$ cat config.mk
export PLATFORM = sky130hd
export DESIGN_NAME = alu_core_flat
export DESIGN_NICKNAME = d
export VERILOG_FILES = /design/src/rtl/alu_pkg.sv /design/src/rtl/alu_core_if.sv /design/src/rtl/alu_core_seq_multiplier.sv /design/src/rtl/alu_core.sv /design/src/flat_wrapper.sv
export SDC_FILE = /design/constraint.sdc
export NUM_CORES = 1
export LEC_CHECK = 0
export CORE_MARGIN = 2
export CORE_UTILIZATION = 59
export DETAILED_ROUTE_END_ITERATION = 6
export GPL_ROUTABILITY_DRIVEN = 0
export PLACE_DENSITY = 0.77
export SLEW_MARGIN = 30
export SYNTH_ARGS = -nofsm -noshare
export SYNTH_HDL_FRONTEND = slang
export SYNTH_HIERARCHICAL = 1
export SYNTH_SLANG_ARGS = --single-unit
$ cat constraint.sdc
create_clock -name clk -period 4.3 [get_ports clk]
set_input_delay 0.43 -clock clk [delete_from_list [all_inputs] [get_ports clk]]
set_output_delay 0.43 -clock clk [all_outputs]
set_load 0.02 [all_outputs]
$ cat src/rtl/alu_pkg.sv
// alu_pkg: shared definitions for the matrix-multiply ALU.
//   WIDTH_DEF   default datapath width
//   OP_*        operation codes driven by the control unit
//   state_e     ALU sequencer states
package alu_pkg;

  localparam int WIDTH_DEF = 19;

  localparam logic [2:0] OP_PASSA = 3'b000;
  localparam logic [2:0] OP_ADD   = 3'b001;
  localparam logic [2:0] OP_SUB   = 3'b010;
  localparam logic [2:0] OP_MUL   = 3'b011;
  localparam logic [2:0] OP_INCA  = 3'b100;
  localparam logic [2:0] OP_DECA  = 3'b101;

  typedef enum logic {
    ST_IDLE    = 1'b0,
    ST_MUL_RUN = 1'b1
  } state_e;

endpackage

$ cat src/rtl/alu_core_if.sv
// alu_core_if: issue/result bus between the control unit and the ALU.
//   master: control side, drives start/op/alu_a/alu_b, observes results
//   slave : ALU side, drives result/z_flag/c_flag/busy/done
interface alu_core_if #(
  parameter int WIDTH = alu_pkg::WIDTH_DEF
) ();

  logic             start;
  logic [2:0]       op;
  logic [WIDTH-1:0] alu_a;
  logic [WIDTH-1:0] alu_b;
  logic [WIDTH-1:0] result;
  logic             z_flag;
  logic             c_flag;
  logic             busy;
  logic             done;

  modport master (
    output start, op, alu_a, alu_b,
    input  result, z_flag, c_flag, busy, done
  );

  modport slave (
    input  start, op, alu_a, alu_b,
    output result, z_flag, c_flag, busy, done
  );

endinterface

$ cat src/rtl/alu_core_seq_multiplier.sv
// seq_multiplier: iterative unsigned shift-add multiplier datapath.
//   clk, rst   clock, async active-high reset
//   load_i     capture operands, clear accumulator and counter
//   step_i     perform one shift-add iteration
//   a_i, b_i   multiplicand / multiplier
//   prod_o     accumulator value including the current iteration
//   last_o     current iteration is the final one
module seq_multiplier #(
  parameter int WIDTH = 19
) (
  input  logic               clk,
  input  logic               rst,
  input  logic               load_i,
  input  logic               step_i,
  input  logic [WIDTH-1:0]   a_i,
  input  logic [WIDTH-1:0]   b_i,
  output logic [2*WIDTH-1:0] prod_o,
  output logic               last_o
);

  localparam logic [4:0] LAST_CNT = 5'(WIDTH - 1);

  logic [2*WIDTH-1:0] mcand_q;
  logic [WIDTH-1:0]   mplr_q;
  logic [2*WIDTH-1:0] acc_q;
  logic [2*WIDTH-1:0] acc_d;
  logic [4:0]         cnt_q;

  // The product output already includes the add of the current step so the
  // owner can register the final value on the same edge as the last step.
  always_comb begin
    acc_d = acc_q;
    if (mplr_q[0]) begin
      acc_d = acc_q + mcand_q;
    end
  end

  assign prod_o = acc_d;
  assign last_o = (cnt_q == LAST_CNT);

  always_ff @(posedge clk or posedge rst) begin
    if (rst) begin
      mcand_q <= '0;
      mplr_q  <= '0;
      acc_q   <= '0;
      cnt_q   <= '0;
    end else if (load_i) begin
      mcand_q <= {{WIDTH{1'b0}}, a_i};
      mplr_q  <= b_i;
      acc_q   <= '0;
      cnt_q   <= '0;
    end else if (step_i) begin
      acc_q   <= acc_d;
      mcand_q <= mcand_q << 1;
      mplr_q  <= mplr_q >> 1;
      cnt_q   <= cnt_q + 5'd1;
    end
  end

endmodule

$ cat src/rtl/alu_core.sv
// alu_core: sequential ALU for the matrix-multiply datapath.
//   clk  rising-edge clock
//   rst  asynchronous active-high reset
//   bus  alu_core_if.slave: start/op/alu_a/alu_b in;
//        result/z_flag/c_flag/busy/done out (all registered)
// Single-cycle ops complete at the accepting edge; MUL runs WIDTH iterations
// in seq_multiplier while busy is high.
module alu_core
  import alu_pkg::*;
#(
  parameter int WIDTH = WIDTH_DEF
) (
  input  logic       clk,
  input  logic       rst,
  alu_core_if.slave  bus
);

  state_e             state_q;
  logic [WIDTH-1:0]   result_q;
  logic               z_q;
  logic               c_q;
  logic               busy_q;
  logic               done_q;

  logic [WIDTH-1:0]   res_d;
  logic               c_d;
  logic [WIDTH:0]     ext_d;

  logic               accept_w;
  logic               mul_load_w;
  logic               mul_step_w;
  logic [2*WIDTH-1:0] mul_prod_w;
  logic               mul_last_w;
  logic [WIDTH-1:0]   mul_res_w;

  assign accept_w   = (state_q == ST_IDLE) && bus.start;
  assign mul_load_w = accept_w && (bus.op == OP_MUL);
  assign mul_step_w = (state_q == ST_MUL_RUN);
  assign mul_res_w  = mul_prod_w[WIDTH-1:0];

  // Single-cycle ops; the extra top bit of ext_d is carry for adds and
  // borrow for subtracts (unsigned wraparound sets it).
  always_comb begin
    res_d = '0;
    c_d   = 1'b0;
    ext_d = '0;
    case (bus.op)
      OP_PASSA: res_d = bus.alu_a;
      OP_ADD: begin
        ext_d = {1'b0, bus.alu_a} + {1'b0, bus.alu_b};
        res_d = ext_d[WIDTH-1:0];
        c_d   = ext_d[WIDTH];
      end
      OP_SUB: begin
        ext_d = {1'b0, bus.alu_a} - {1'b0, bus.alu_b};
        res_d = ext_d[WIDTH-1:0];
        c_d   = ext_d[WIDTH];
      end
      OP_INCA: begin
        ext_d = {1'b0, bus.alu_a} + {{WIDTH{1'b0}}, 1'b1};
        res_d = ext_d[WIDTH-1:0];
        c_d   = ext_d[WIDTH];
      end
      OP_DECA: begin
        ext_d = {1'b0, bus.alu_a} - {{WIDTH{1'b0}}, 1'b1};
        res_d = ext_d[WIDTH-1:0];
        c_d   = ext_d[WIDTH];
      end
      default: begin
        res_d = '0;
        c_d   = 1'b0;
      end
    endcase
  end

  seq_multiplier #(
    .WIDTH (WIDTH)
  ) u_mul (
    .clk    (clk),
    .rst    (rst),
    .load_i (mul_load_w),
    .step_i (mul_step_w),
    .a_i    (bus.alu_a),
    .b_i    (bus.alu_b),
    .prod_o (mul_prod_w),
    .last_o (mul_last_w)
  );

  always_ff @(posedge clk or posedge rst) begin
    if (rst) begin
      state_q  <= ST_IDLE;
      result_q <= '0;
      z_q      <= 1'b0;
      c_q      <= 1'b0;
      busy_q   <= 1'b0;
      done_q   <= 1'b0;
    end else begin
      done_q <= 1'b0;
      case (state_q)
        ST_IDLE: begin
          if (accept_w) begin
            if (bus.op == OP_MUL) begin
              busy_q  <= 1'b1;
              state_q <= ST_MUL_RUN;
            end else begin
              result_q <= res_d;
              z_q      <= (res_d == '0);
              c_q      <= c_d;
              done_q   <= 1'b1;
            end
          end
        end
        ST_MUL_RUN: begin
          // start is ignored here; only the iteration counter ends the run.
          if (mul_last_w) begin
            result_q <= mul_res_w;
            z_q      <= (mul_res_w == '0);
            c_q      <= |mul_prod_w[2*WIDTH-1:WIDTH];
            done_q   <= 1'b1;
            busy_q   <= 1'b0;
            state_q  <= ST_IDLE;
          end
        end
        default: state_q <= ST_IDLE;
      endcase
    end
  end

  assign bus.result = result_q;
  assign bus.z_flag = z_q;
  assign bus.c_flag = c_q;
  assign bus.busy   = busy_q;
  assign bus.done   = done_q;

endmodule
$ cat src/flat_wrapper.sv
// flat-port wrapper written by rule: the top's interface ports become plain ports
module alu_core_flat import alu_pkg::*;
#(
  parameter int WIDTH = WIDTH_DEF
)
  (clk, rst, bus_start, bus_op, bus_alu_a, bus_alu_b, bus_result, bus_z_flag, bus_c_flag, bus_busy, bus_done);
  alu_core_if #(.WIDTH(WIDTH)) bus_i ();
  input  logic clk;
  input  logic rst;
  input wire logic [$bits(bus_i.start)-1:0] bus_start;
  input wire logic [$bits(bus_i.op)-1:0] bus_op;
  input wire logic [$bits(bus_i.alu_a)-1:0] bus_alu_a;
  input wire logic [$bits(bus_i.alu_b)-1:0] bus_alu_b;
  output wire logic [$bits(bus_i.result)-1:0] bus_result;
  output wire logic [$bits(bus_i.z_flag)-1:0] bus_z_flag;
  output wire logic [$bits(bus_i.c_flag)-1:0] bus_c_flag;
  output wire logic [$bits(bus_i.busy)-1:0] bus_busy;
  output wire logic [$bits(bus_i.done)-1:0] bus_done;
  assign bus_i.start = bus_start;
  assign bus_i.op = bus_op;
  assign bus_i.alu_a = bus_alu_a;
  assign bus_i.alu_b = bus_alu_b;
  assign bus_result = bus_i.result;
  assign bus_z_flag = bus_i.z_flag;
  assign bus_c_flag = bus_i.c_flag;
  assign bus_busy = bus_i.busy;
  assign bus_done = bus_i.done;
  alu_core #(.WIDTH(WIDTH)) u_core (.clk(clk), .rst(rst), .bus(bus_i));
endmodule
## Word level (Yosys, flattened, before mapping)

Cells that the tools add are included.

| word-level totals | value |
|---|---|
| register bits | 124 |
| word-level logic and storage cells | 71 |
| input port bits | 44 |
| output and inout bits | 23 |

| operators by class | value |
|---|---|
| mux-type cells | 35 |
| equality and inequality tests | 10 |
| $add $sub $neg | 6 |
| bitwise logic cells | 1 |
| reduce and logical (&&, ||, !) cells | 9 |

Operator list:

| operator | number |
|---|---|
| 38-bit 2-to-1 mux | 5 |
| 19-bit 2-to-1 mux | 5 |
| 19-bit case mux with 5 select lines | 1 |
| 38-bit adder | 1 |
| 19-bit logical NOT | 2 |
| 19-bit case mux with 2 select lines | 1 |
| 19-bit by 1-bit adder with 20-bit output, second input constant | 1 |
| 19-bit by 19-bit adder with 20-bit output | 1 |
| 19-bit by 1-bit subtractor with 20-bit output, second input constant | 1 |
| 19-bit by 19-bit subtractor with 20-bit output | 1 |
| 19-bit OR reduction | 1 |
| 1-bit 2-to-1 mux | 15 |
| 5-bit 2-to-1 mux | 2 |
| 1-bit case mux with 2 select lines | 5 |
| 3-bit by 2-bit equality test with 1-bit output, second input constant | 2 |
| 3-bit equality test, second input constant | 2 |
| 2-bit inequality test, second input constant | 3 |
| 3-bit AND reduction | 2 |
| 5-bit by 1-bit adder with 5-bit output, second input constant | 1 |
| 5-bit equality test, second input constant | 1 |
| 1-bit case mux with 4 select lines | 1 |
| 3-bit by 1-bit equality test with 1-bit output, second input constant | 1 |
| 3-bit logical NOT | 1 |
| 1-bit logical AND | 2 |
| 3 further kinds | 3 |

## Depth between registers and ports, before layout

Gate-level depths: netlist of run 1.

| logic depth | value |
|---|---|
| word-level depth | 6 |
| gate-level depth with buffers | 17 |
| depth with buffers taken out | 17 |

## Modules after synthesis

Netlist of run 1, hierarchy kept.

By module, submodules not included:

| module | cells an instance | instances | area each (µm²) | sequential area each (µm²) |
|---|---|---|---|---|
| seq_multiplier | 798 | 1 | 7009.2 | 2502.4 |
| alu_core | 634 | 1 | 4490.6 | 600.6 |

## Worst setup path before layout of run 1

Ideal clock, no wire load.

| path | value |
|---|---|
| kind | input -> register |
| start point | in bus_alu_a[8] |
| end point | reg u_core.z_q (netlist: u_core/bus.z_flag) |
| stages on the path | 11 |
| required time | 4.235 ns |
| setup time | 0.065 ns |
| path buffers | 1 |
| data arrival time | 3.223 ns |
| path slack | 1.012 ns |
| cells stage by stage | buf_2 -> or4_4 -> or4b_4 -> or3_4 -> o211a_1 -> a211o_1 -> a211oi_2 -> o21ai_1 -> nor4b_2 -> nor4b_2 -> a31o_1 |

| between the ends | value |
|---|---|
| word-level cells in the longest chain between the ends | 6 |
| elaborated cells on any way between the ends | 9 |
| classes of those cells | add/sub: 4; mux: 4; reduce/logical: 1 |

Ends and longest elaborated chain:

| item | line | source |
|---|---|---|
| start, declared | flat_wrapper.sv:12 | `input wire logic [$bits(bus_i.alu_a)-1:0] bus_alu_a;` |
| 19-bit by 1-bit subtractor with 20-bit output, or another cell as far along | alu_core.sv:65 | `ext_d = {1'b0, bus.alu_a} - {{WIDTH{1'b0}}, 1'b1};` |
| 19-bit case mux with 5 select lines * | alu_core.sv:47 | `case (bus.op)` |
| 19-bit logical NOT * | alu_core.sv:107 | `z_q <= (res_d == '0);` |
| 1-bit 2-to-1 mux * | alu_core.sv:102 | `if (bus.op == OP_MUL) begin` |
| 1-bit 2-to-1 mux * | alu_core.sv:101 | `if (accept_w) begin` |
| 1-bit case mux with 2 select lines * | alu_core.sv:99 | `case (state_q)` |
| end signal, assigned | alu_core.sv:107 |  |
| end signal, assigned | alu_core.sv:117 | `z_q <= (mul_res_w == '0);` |
| end, declared | alu_core.sv:20 | `logic z_q;` |

Mark *: on every way between the ends. The rest lies on a longest branch, timed or not. The select of a mux whose other input is x is not followed.
A chain may end at the register's enable or synchronous reset.

## Final worst setup path of run 1

| path | value |
|---|---|
| start point | reg u_core.u_mul.mcand_q[0] |
| end point | reg u_core.c_q (netlist: u_core/bus.c_flag) |

| between the ends | value |
|---|---|
| word-level cells in the longest chain between the ends | 5 |

Ends and longest elaborated chain:

| item | line | source |
|---|---|---|
| start, declared | alu_core_seq_multiplier.sv:23 | `logic [2*WIDTH-1:0] mcand_q;` |
| start signal, assigned | alu_core_seq_multiplier.sv:48 | `mcand_q <= {{WIDTH{1'b0}}, a_i};` |
| start signal, assigned | alu_core_seq_multiplier.sv:54 | `mcand_q <= mcand_q << 1;` |
| 38-bit adder | alu_core_seq_multiplier.sv:34 | `acc_d = acc_q + mcand_q;` |
| 38-bit 2-to-1 mux | alu_core_seq_multiplier.sv:33 | `if (mplr_q[0]) begin` |
| via u_core.mul_prod_w[34] | alu_core.sv:32 | `logic [2*WIDTH-1:0] mul_prod_w;` |
| 19-bit OR reduction | alu_core.sv:118 | `c_q <= \|mul_prod_w[2*WIDTH-1:WIDTH];` |
| 1-bit 2-to-1 mux | alu_core.sv:115 | `if (mul_last_w) begin` |
| 1-bit case mux with 2 select lines | alu_core.sv:99 |  |
| end signal, assigned | alu_core.sv:118 |  |
| end, declared | alu_core.sv:21 | `logic c_q;` |

The timed path passes the listed nets, and every way through them passes these cells. The select of a mux whose other input is x is not followed.

==> summary.md, run 1 <==
| Metric | Value |
|---|---|
| Measured slew at the worst slew-check pin | 0.769 ns |
| Cell Area, Synth | 11500 µm² |
| Number of storage elements in the synthesis netlist | 124 |
| Max clock buf depth | 2 |
| HPWL after detailed placement | 24700 µm |
| Cell-by-cell listing of the critical path | ha_1, inv_1, fa_1, nand2b_1, a21oi_1, o211ai_1, a41oi_2, o2111ai_2, a21oi_2, or3_1, a31o_1, nor4_1, nand4_1, nor4_1, o21ai_0, o21ai_0, o31ai_1 |
| Ant. Diodes | 0 |
| WP depth | 17 |
| Post-place instance area | 12500 µm² |
| Die Y | 144 µm |
| Setup TNS | 0 ns |
| Number of hold-repair buffers added at the cts stage | 0 |
| Sequential fraction of the synthesis area | 0.270 |
| Async S/R FF share, synth | 1.00 |
| Final clock period utilization by the worst path | 0.971 |
| CP Max Fanout | 3 |
| Main combinational cell family by area after synthesis | compound AO/OA/AOI/OAI gates |
| Synth Area in XOR/XNOR | 0.0327 |
| Max-cap violation count | 0 |
| Worst-path cell with the longest stage delay | sky130_fd_sc_hd__o211ai_1 |
| Clock buffer count from CTS | 17 |
| Number of antenna violations at the first check in global routing | 0 |
| Start-to-end type of the worst setup path | flip-flop to flip-flop |
| Post-layout nets | 1595 |
| Total die area | 20600 µm² |
| Root Buffer Master | sky130_fd_sc_hd__clkbuf_16 |
| Maximum number of pins on one net before global-route repair | 78 |
| Family with the most delay on the worst path | compound AO/OA/AOI/OAI gates |
| Synthesized-area fraction occupied by adder cells | 0.0912 |
| Syn_area_per_cell | 8.03 µm² |
| Total Routed Length | 33500 µm |
| Smallest setup slack after layout | 0.125 ns |
| Count of boundary I/O pins | 67 |
| CTS tree | done |
| # placed instances | 1715 |
| Drt pass-1 iters | 7 |
| Maximum cell stage delay along the critical path | 0.40 ns |
| Reg clk slew, reported paths | 0.06 ns |
| Power density relative to cell area | 649 nW/µm² |
| Classification of the worst-slack hold path | input pin to asynchronous set/reset pin |
| Share of the core filled with cells in the final layout | 0.677 |
| Setup violators final | 0 |
| Post-synth EDFFs | 0 |
| Unique masters post-synth | 80 |
| Number of core rows | 51 |
| Detailed router's first-iteration violation count | 1186 |
| Highest clock rate | 240 MHz |
| Primary FF master, synth | sky130_fd_sc_hd__dfrtp_1 |
| Area Overhead vs Synth | 13.5% |
| Run status | completed |
| Complex-gate fraction of the synthesized area | 0.249 |
| Simple-gate portion of the synthesized area | 0.208 |
| CTS H-Tree Depth | 4 |
| Synthesized netlist cell count | 1432 |
| Detailed-route wire length per cell | 19.2 µm |
| Crit start category | flip-flop |
| Final Hold Fails | 0 |
| Yosys Warn Count | 6 |
| Post-Syn Nets | 1558 |
| TritonCTS Sinks | 124 |
| Number of nets still failing antenna checks after routing | 0 |
| Total gr overflow | 0 |
| Share of layout cells above drive strength 1 | 0.0924 |
| Non-filler instance count after layout | 1747 |
| Setup repair after global routing missed its margin | false |
| Final critical-path required period | 4.17 ns |
| Clock skew after layout | 0.0132 ns |
| Count of buffer and inverter cells on the critical path | 1 |
| Die width | 144 µm |
| Via count | 11400 |
| Worst slack, placed | 0.338 ns |
| Starting density of the core | 0.597 |
| Headroom to the max-slew limit | 0.488 |
| IO Port Bufs | 66 |
| Vias in the first global route | 10900 |
| Cells on worst reg2reg path | 17 |
| Residual DRC | 0 |
| Post-route standard cell area excluding fillers | 13000 µm² |
| Detailed-route vias per instance | 6.54 |
| Max Slew Vio Count | 0 |
| Max IR drop VDD | 0.340 mV |
| Required @ worst endpoint | 4.60 ns |
| Overall routing resource usage | 0.327 |
| Share of cell area taken by muxes after synthesis | 0.0976 |
| Floorplan core area | 19300 µm² |
| Worst-Skew Late Latency | 0.42 ns |
| Leakage power total | 5.78 nW |
| Arrival time of data at the critical path endpoint | 4.47 ns |
| Wire length of the first global-routing pass | 54200 µm |
| Category of the worst setup path capture point | flip-flop |
| Post-CTS setup buffer count | 0 |
registers in the layout, indices dropped and copies added, names as in the netlist:
name                  count
u_core/u_mul/cnt_q        5
u_core/bus.done           1
u_core/u_mul/acc_q       38
u_core/bus.busy           1
u_core/u_mul/mplr_q      19
u_core/bus.result        19
u_core/mul_step_w         1
u_core/bus.c_flag         1
u_core/u_mul/mcand_q     38
u_core/bus.z_flag         1
cells in the mapped netlist, drive strengths merged (20+ instances only):
master,count,area [µm²]
nor2,136,510
a21oi,126,638
dfrtp,124,3100
nand2,115,432
o21ai,93,465
mux2i,84,841
clkbuf,80,300
ha,79,988
inv,63,236
nand3,44,220
a21o,34,257
nor3,30,150
nand4,29,181
xnor2,27,236
mux2,25,282
and3,20,130
cell usage in the layout (no fill, tap or decap), types with 11 or more instances in the layout:
| master | instances |
|---|---|
| sky130_fd_sc_hd__nand3_1 | 44 |
| sky130_fd_sc_hd__or3_1 | 17 |
| sky130_fd_sc_hd__xor2_1 | 16 |
| sky130_fd_sc_hd__buf_4 | 44 |
| sky130_fd_sc_hd__mux2_2 | 25 |
| sky130_fd_sc_hd__nand4_1 | 29 |
| sky130_fd_sc_hd__inv_1 | 59 |
| sky130_fd_sc_hd__o21a_1 | 15 |
| sky130_fd_sc_hd__o21bai_1 | 11 |
| sky130_fd_sc_hd__clkdlybuf4s50_1 | 66 |
| sky130_fd_sc_hd__nor4_1 | 16 |
| sky130_fd_sc_hd__mux2i_1 | 84 |
| sky130_fd_sc_hd__a31oi_1 | 12 |
| sky130_fd_sc_hd__nor2_1 | 135 |
| sky130_fd_sc_hd__nand2b_1 | 16 |
| sky130_fd_sc_hd__o211ai_1 | 15 |
| sky130_fd_sc_hd__a21o_1 | 33 |
| sky130_fd_sc_hd__a21oi_1 | 123 |
| sky130_fd_sc_hd__clkbuf_16 | 17 |
| sky130_fd_sc_hd__nand2_1 | 115 |
| sky130_fd_sc_hd__nor3_1 | 30 |
| sky130_fd_sc_hd__xnor2_1 | 27 |
| sky130_fd_sc_hd__nor2b_1 | 13 |
| sky130_fd_sc_hd__dfrtp_1 | 123 |
| sky130_fd_sc_hd__ha_1 | 79 |
| sky130_fd_sc_hd__o21ai_0 | 91 |
| sky130_fd_sc_hd__and3_1 | 19 |
per-stage QoR:
| step | hold WS, ns | power [mW] |
|---|---|---|
| after floorplan | 0.445 | 5.66 |
| after global placement | 0.514 | 6.85 |
| after detailed placement | 0.527 | 6.98 |
| after CTS | 0.480 | 8.42 |
| after global routing | 0.558 | 9.05 |
| final | 0.507 | 8.47 |
metal layers:
metal  GRT usage  routed length, µm  vias to the layer above
met5           0                  0                        -
met4       0.136               1430                        0
met3      0.0483               2350                      121
met2       0.567              16300                      557
met1       0.406              13400                     5398
li1            -                  -                     5353
area by class of cell:
type	instances	area, µm²
inverters	64	245
flip-flops and latches	124	3110
clock inverters	13	120
repair buffers	110	991
multi-input cells	1152	7810
clock buffers	19	443
fillers	1649	6220
well taps	265	332
cells by family after synthesis:
group           count (synthesis)
buf+inv                       156
xor+xnor                       43
simple gates                  484
mux                           109
flops                         124
fa+ha+maj                      82
compound gates                434
what timing repair did:
item	in CTS	in global routing
endpoints found under the hold margin	0	0
resized for setup	0	1
setup endpoints to repair	0	1
path summary, 6_finish.rpt:
kind / start / endpoint / slack, ns
max in group asynchronous: rst / u_core/u_mul/acc_q[25] / 2.91
setup / recovery: u_core/u_mul/mcand_q[0] / u_core/bus.c_flag / 0.13
hold / removal: rst / u_core/bus.result[12] / 0.51
min in group clk: u_core/bus.result[12] / u_core/bus.result[12] / 0.54
setup reg to reg: u_core/u_mul/mcand_q[0] / u_core/bus.c_flag / 0.13
hold reg to reg: u_core/bus.result[12] / u_core/bus.result[12] / 0.54
report_power, final:
part	switching, mW	internal, mW	total [mW]
logic	2.81	2.08	4.90
clock network	0.573	0.812	1.38
registers	0.501	1.69	2.19
Power figures use the tool's default switching activity.
==> run 2, diff against run 1 <==
GPL_ROUTABILITY_DRIVEN = not set   (was 0)
clock period = 5 ns   (was 4.3 ns; I/O delays follow)
==> run 2 against run 1 <==
Via count down 1.7%. Power down 14%. Final area down 1.2%. Die area unchanged. Worst setup slack better by 0.79 ns. Flip-flop and latch count unchanged. Critical path type unchanged.
==> summary.md, run 2 (synthesized netlist as in run 1, its figures left out) <==
| Metric | Value |
|---|---|
| Required @ worst endpoint | 5.30 ns (+0.70 ns) |
| Post-layout nets | 1572 (-1.4%) |
| Measured slew at the worst slew-check pin | 0.957 ns (+0.189 ns) |
| Power density relative to cell area | 567 nW/µm² (-13%) |
| Number of core rows | 51 (unchanged) |
| Final Hold Fails | 0 (unchanged) |
| Critical path capture point | u_core/bus.c_flag |
| Detailed router's first-iteration violation count | 985 (-17%) |
| CTS tree | done |
| Drt pass-1 iters | 6 (-1) |
| Worst-Skew Late Latency | 0.43 ns (about the same) |
| Crit. Startpoint | u_core/u_mul/mcand_q[0] |
| Post-CTS setup buffer count | 0 (unchanged) |
| Reg clk slew, reported paths | 0.06 ns (about the same) |
| Classification of the worst-slack hold path | flip-flop to flip-flop |
| Number of antenna violations at the first check in global routing | 0 (unchanged) |
| Max IR drop VDD | 0.309 mV (-8.9%) |
| Max-cap violation count | 0 (unchanged) |
| GR Layer Usage met2 | 0.573 (+0.00627) |
| Vias in the first global route | 10700 (-2.0%) |
| Number of cells upsized or downsized after cts | 0 (unchanged) |
| Arrival time of data at the critical path endpoint | 4.39 ns (-0.08 ns) |
| Share of layout cells above drive strength 1 | 0.0781 (-0.0143) |
| Number of nets still failing antenna checks after routing | 0 (unchanged) |
| Maximum number of pins on one net before global-route repair | 80 (+2.6%) |
| Leakage power total | 5.68 nW (-1.7%) |
| Setup slack of the worst register-to-register path | 0.91 ns (+0.79 ns) |
| Headroom to the max-slew limit | 0.360 (-0.127) |
| Run status | completed |
| Wire length of the first global-routing pass | 54400 µm (+0.54%) |
| Total gr overflow | 0 (unchanged) |
| Reg-to-Reg Start | u_core/u_mul/mcand_q[0] |
| Worst Hold Margin | 0.529 ns (+0.0218 ns) |
| Commonest cells after routing, fill and taps aside | sky130_fd_sc_hd__nor2_1, sky130_fd_sc_hd__a21oi_1, sky130_fd_sc_hd__dfrtp_1 |
| Max Slew Vio Count | 0 (unchanged) |
| Category of the worst setup path capture point | flip-flop |
| Highest clock rate | 245 MHz (+2.1%) |
| Number of hold-repair buffers added at the cts stage | 0 (unchanged) |
| Count of boundary I/O pins | 67 (unchanged) |
| Global routing usage on met1 | 0.410 (+0.00380) |
| Clock skew after layout | 0.0145 ns (+0.00134 ns) |
| Setup repair after global routing missed its margin | false |
| Residual DRC | 0 (unchanged) |
| Area Overhead vs Synth | 12.1% |
| Die Y | 144 µm (unchanged) |
| Total Routed Length | 34300 µm (+2.3%) |
| Met3 track demand over resource | 0.0553 (+0.00700) |
| Setup violators final | 0 (unchanged) |
| Layer with the highest usage after global routing | met2 |
| Via count | 11200 (-1.7%) |
| Final critical-path required period | 4.09 ns (-0.0870 ns) |
| Most common cell after layout, fill and taps aside | sky130_fd_sc_hd__nor2_1 |
| Endpoint of the most critical register-to-register path | u_core/bus.c_flag |
| TritonCTS Sinks | 124 (unchanged) |
| Total die area | 20600 µm² (unchanged) |
| Max clock buf depth | 2 (unchanged) |
| Overall routing resource usage | 0.334 (+0.00764) |
| Cells on worst reg2reg path | 17 (unchanged) |
| Floorplan core area | 19300 µm² (unchanged) |
| Detailed-route vias per instance | 6.52 (-0.38%) |
| Worst hold start | u_core/bus.result[4] |
| HPWL after detailed placement | 25000 µm (+1.2%) |
| Final clock period utilization by the worst path | 0.818 (-0.153) |
| IO Port Bufs | 66 (unchanged) |
| Global placer's final weighted congestion | 1.00 |
| Top flop regs | u_core/u_mul/acc_q: 38 flops, u_core/u_mul/mcand_q: 38 flops |
| Starting density of the core | 0.597 (unchanged) |
| CTS H-Tree Depth | 4 (unchanged) |
| CP Max Fanout | 4 (+1) |
| Detailed-route wire length per cell | 19.9 µm (+3.6%) |
| Setup TNS | 0 ns (unchanged) |
| Root Buffer Master | sky130_fd_sc_hd__clkbuf_16 |
| Start-to-end type of the worst setup path | flip-flop to flip-flop |
| Crit start category | flip-flop |
| Clock buffer count from CTS | 17 (unchanged) |
| Die width | 144 µm (unchanged) |
| Ant. Diodes | 0 (unchanged) |
==> run 2: cell count changes in the layout (fill, tap and decap cells not counted), moves of 2 or more <==
cell | previous run | this run
sky130_fd_sc_hd__inv_8 | 0 | 2
sky130_fd_sc_hd__buf_4 | 44 | 21
sky130_fd_sc_hd__clkinv_2 | 3 | 0
sky130_fd_sc_hd__inv_6 | 2 | 8
sky130_fd_sc_hd__clkinv_4 | 5 | 2
==> run 2: worst min path at each step <==
| stage | to | slack (ns) | depth (start not counted) |
|---|---|---|---|
| 6_report | u_core/bus.result[4] | 0.53 | 2 |
| 3_5_place_dp | u_core/bus.busy | 0.52 | 1 |
| 5_1_grt | u_core/bus.result[8] | 0.56 | 2 |
| 4_1_cts | u_core/bus.busy | 0.53 | 1 |
| 2_1_floorplan | u_core/u_mul/acc_q[35] | 0.49 | 2 |
| 3_3_place_gp | u_core/bus.busy | 0.51 | 1 |
==> run 2: layer usage <==
layer / share of wire / wire length (µm)
met5: 0 / 0
met4: 0.037 / 1270
met3: 0.073 / 2500
met2: 0.49 / 16700
met1: 0.40 / 13900
==> run 2: cell type report <==
cell class                      instances  area [µm²]
Clock inverter                         14         146
Tap cell                              265         332
Clock buffer                           18         439
Timing Repair Buffer                   87         818
Sequential cell                       124        3110
Multi-Input combinational cell       1152        7810
Fill cell                            1694        6380
Inverter                               64         245
==> run 2: metrics by stage <==
step | total power [mW] | cell area (µm²) | utilization | setup WS (ns) | instances
finish | 7.30 | 12900 | 0.669 | 0.912 | 1724
global route | 7.83 | 12900 | 0.669 | 0.608 | 1724
CTS | 7.27 | 12900 | 0.669 | 0.974 | 1724
detailed placement | 5.98 | 12300 | 0.639 | 0.595 | 1692
global placement | 5.89 | 12300 | 0.639 | 0.729 | 1692
floorplan | 4.87 | 11500 | - | 1.64 | 1432
==> run 2: where the power goes <==
part	switching (mW)	internal, mW	leakage [nW]	total [mW]
clock network	0.528	0.716	0.283	1.24
logic	2.45	1.76	3.85	4.21
registers	0.397	1.45	1.54	1.85
total	3.38	3.93	5.68	7.30
==> run 2: worst max-delay path: stages, from the launching register on <==
cell,delay [ns]
sky130_fd_sc_hd__dfrtp_1,0.37
sky130_fd_sc_hd__ha_1,0.18
sky130_fd_sc_hd__inv_1,0.06
sky130_fd_sc_hd__fa_1,0.40
sky130_fd_sc_hd__nand2b_1,0.20
sky130_fd_sc_hd__a21oi_1,0.25
sky130_fd_sc_hd__o211ai_1,0.24
sky130_fd_sc_hd__nand4_1,0.27
sky130_fd_sc_hd__a21oi_2,0.12
sky130_fd_sc_hd__o21a_1,0.23
sky130_fd_sc_hd__xnor2_1,0.12
sky130_fd_sc_hd__mux2_2,0.26
sky130_fd_sc_hd__nor4_1,0.39
sky130_fd_sc_hd__nand4_1,0.25
sky130_fd_sc_hd__nor4_1,0.27
sky130_fd_sc_hd__o21ai_0,0.14
sky130_fd_sc_hd__o21ai_0,0.11
sky130_fd_sc_hd__o31ai_1,0.09
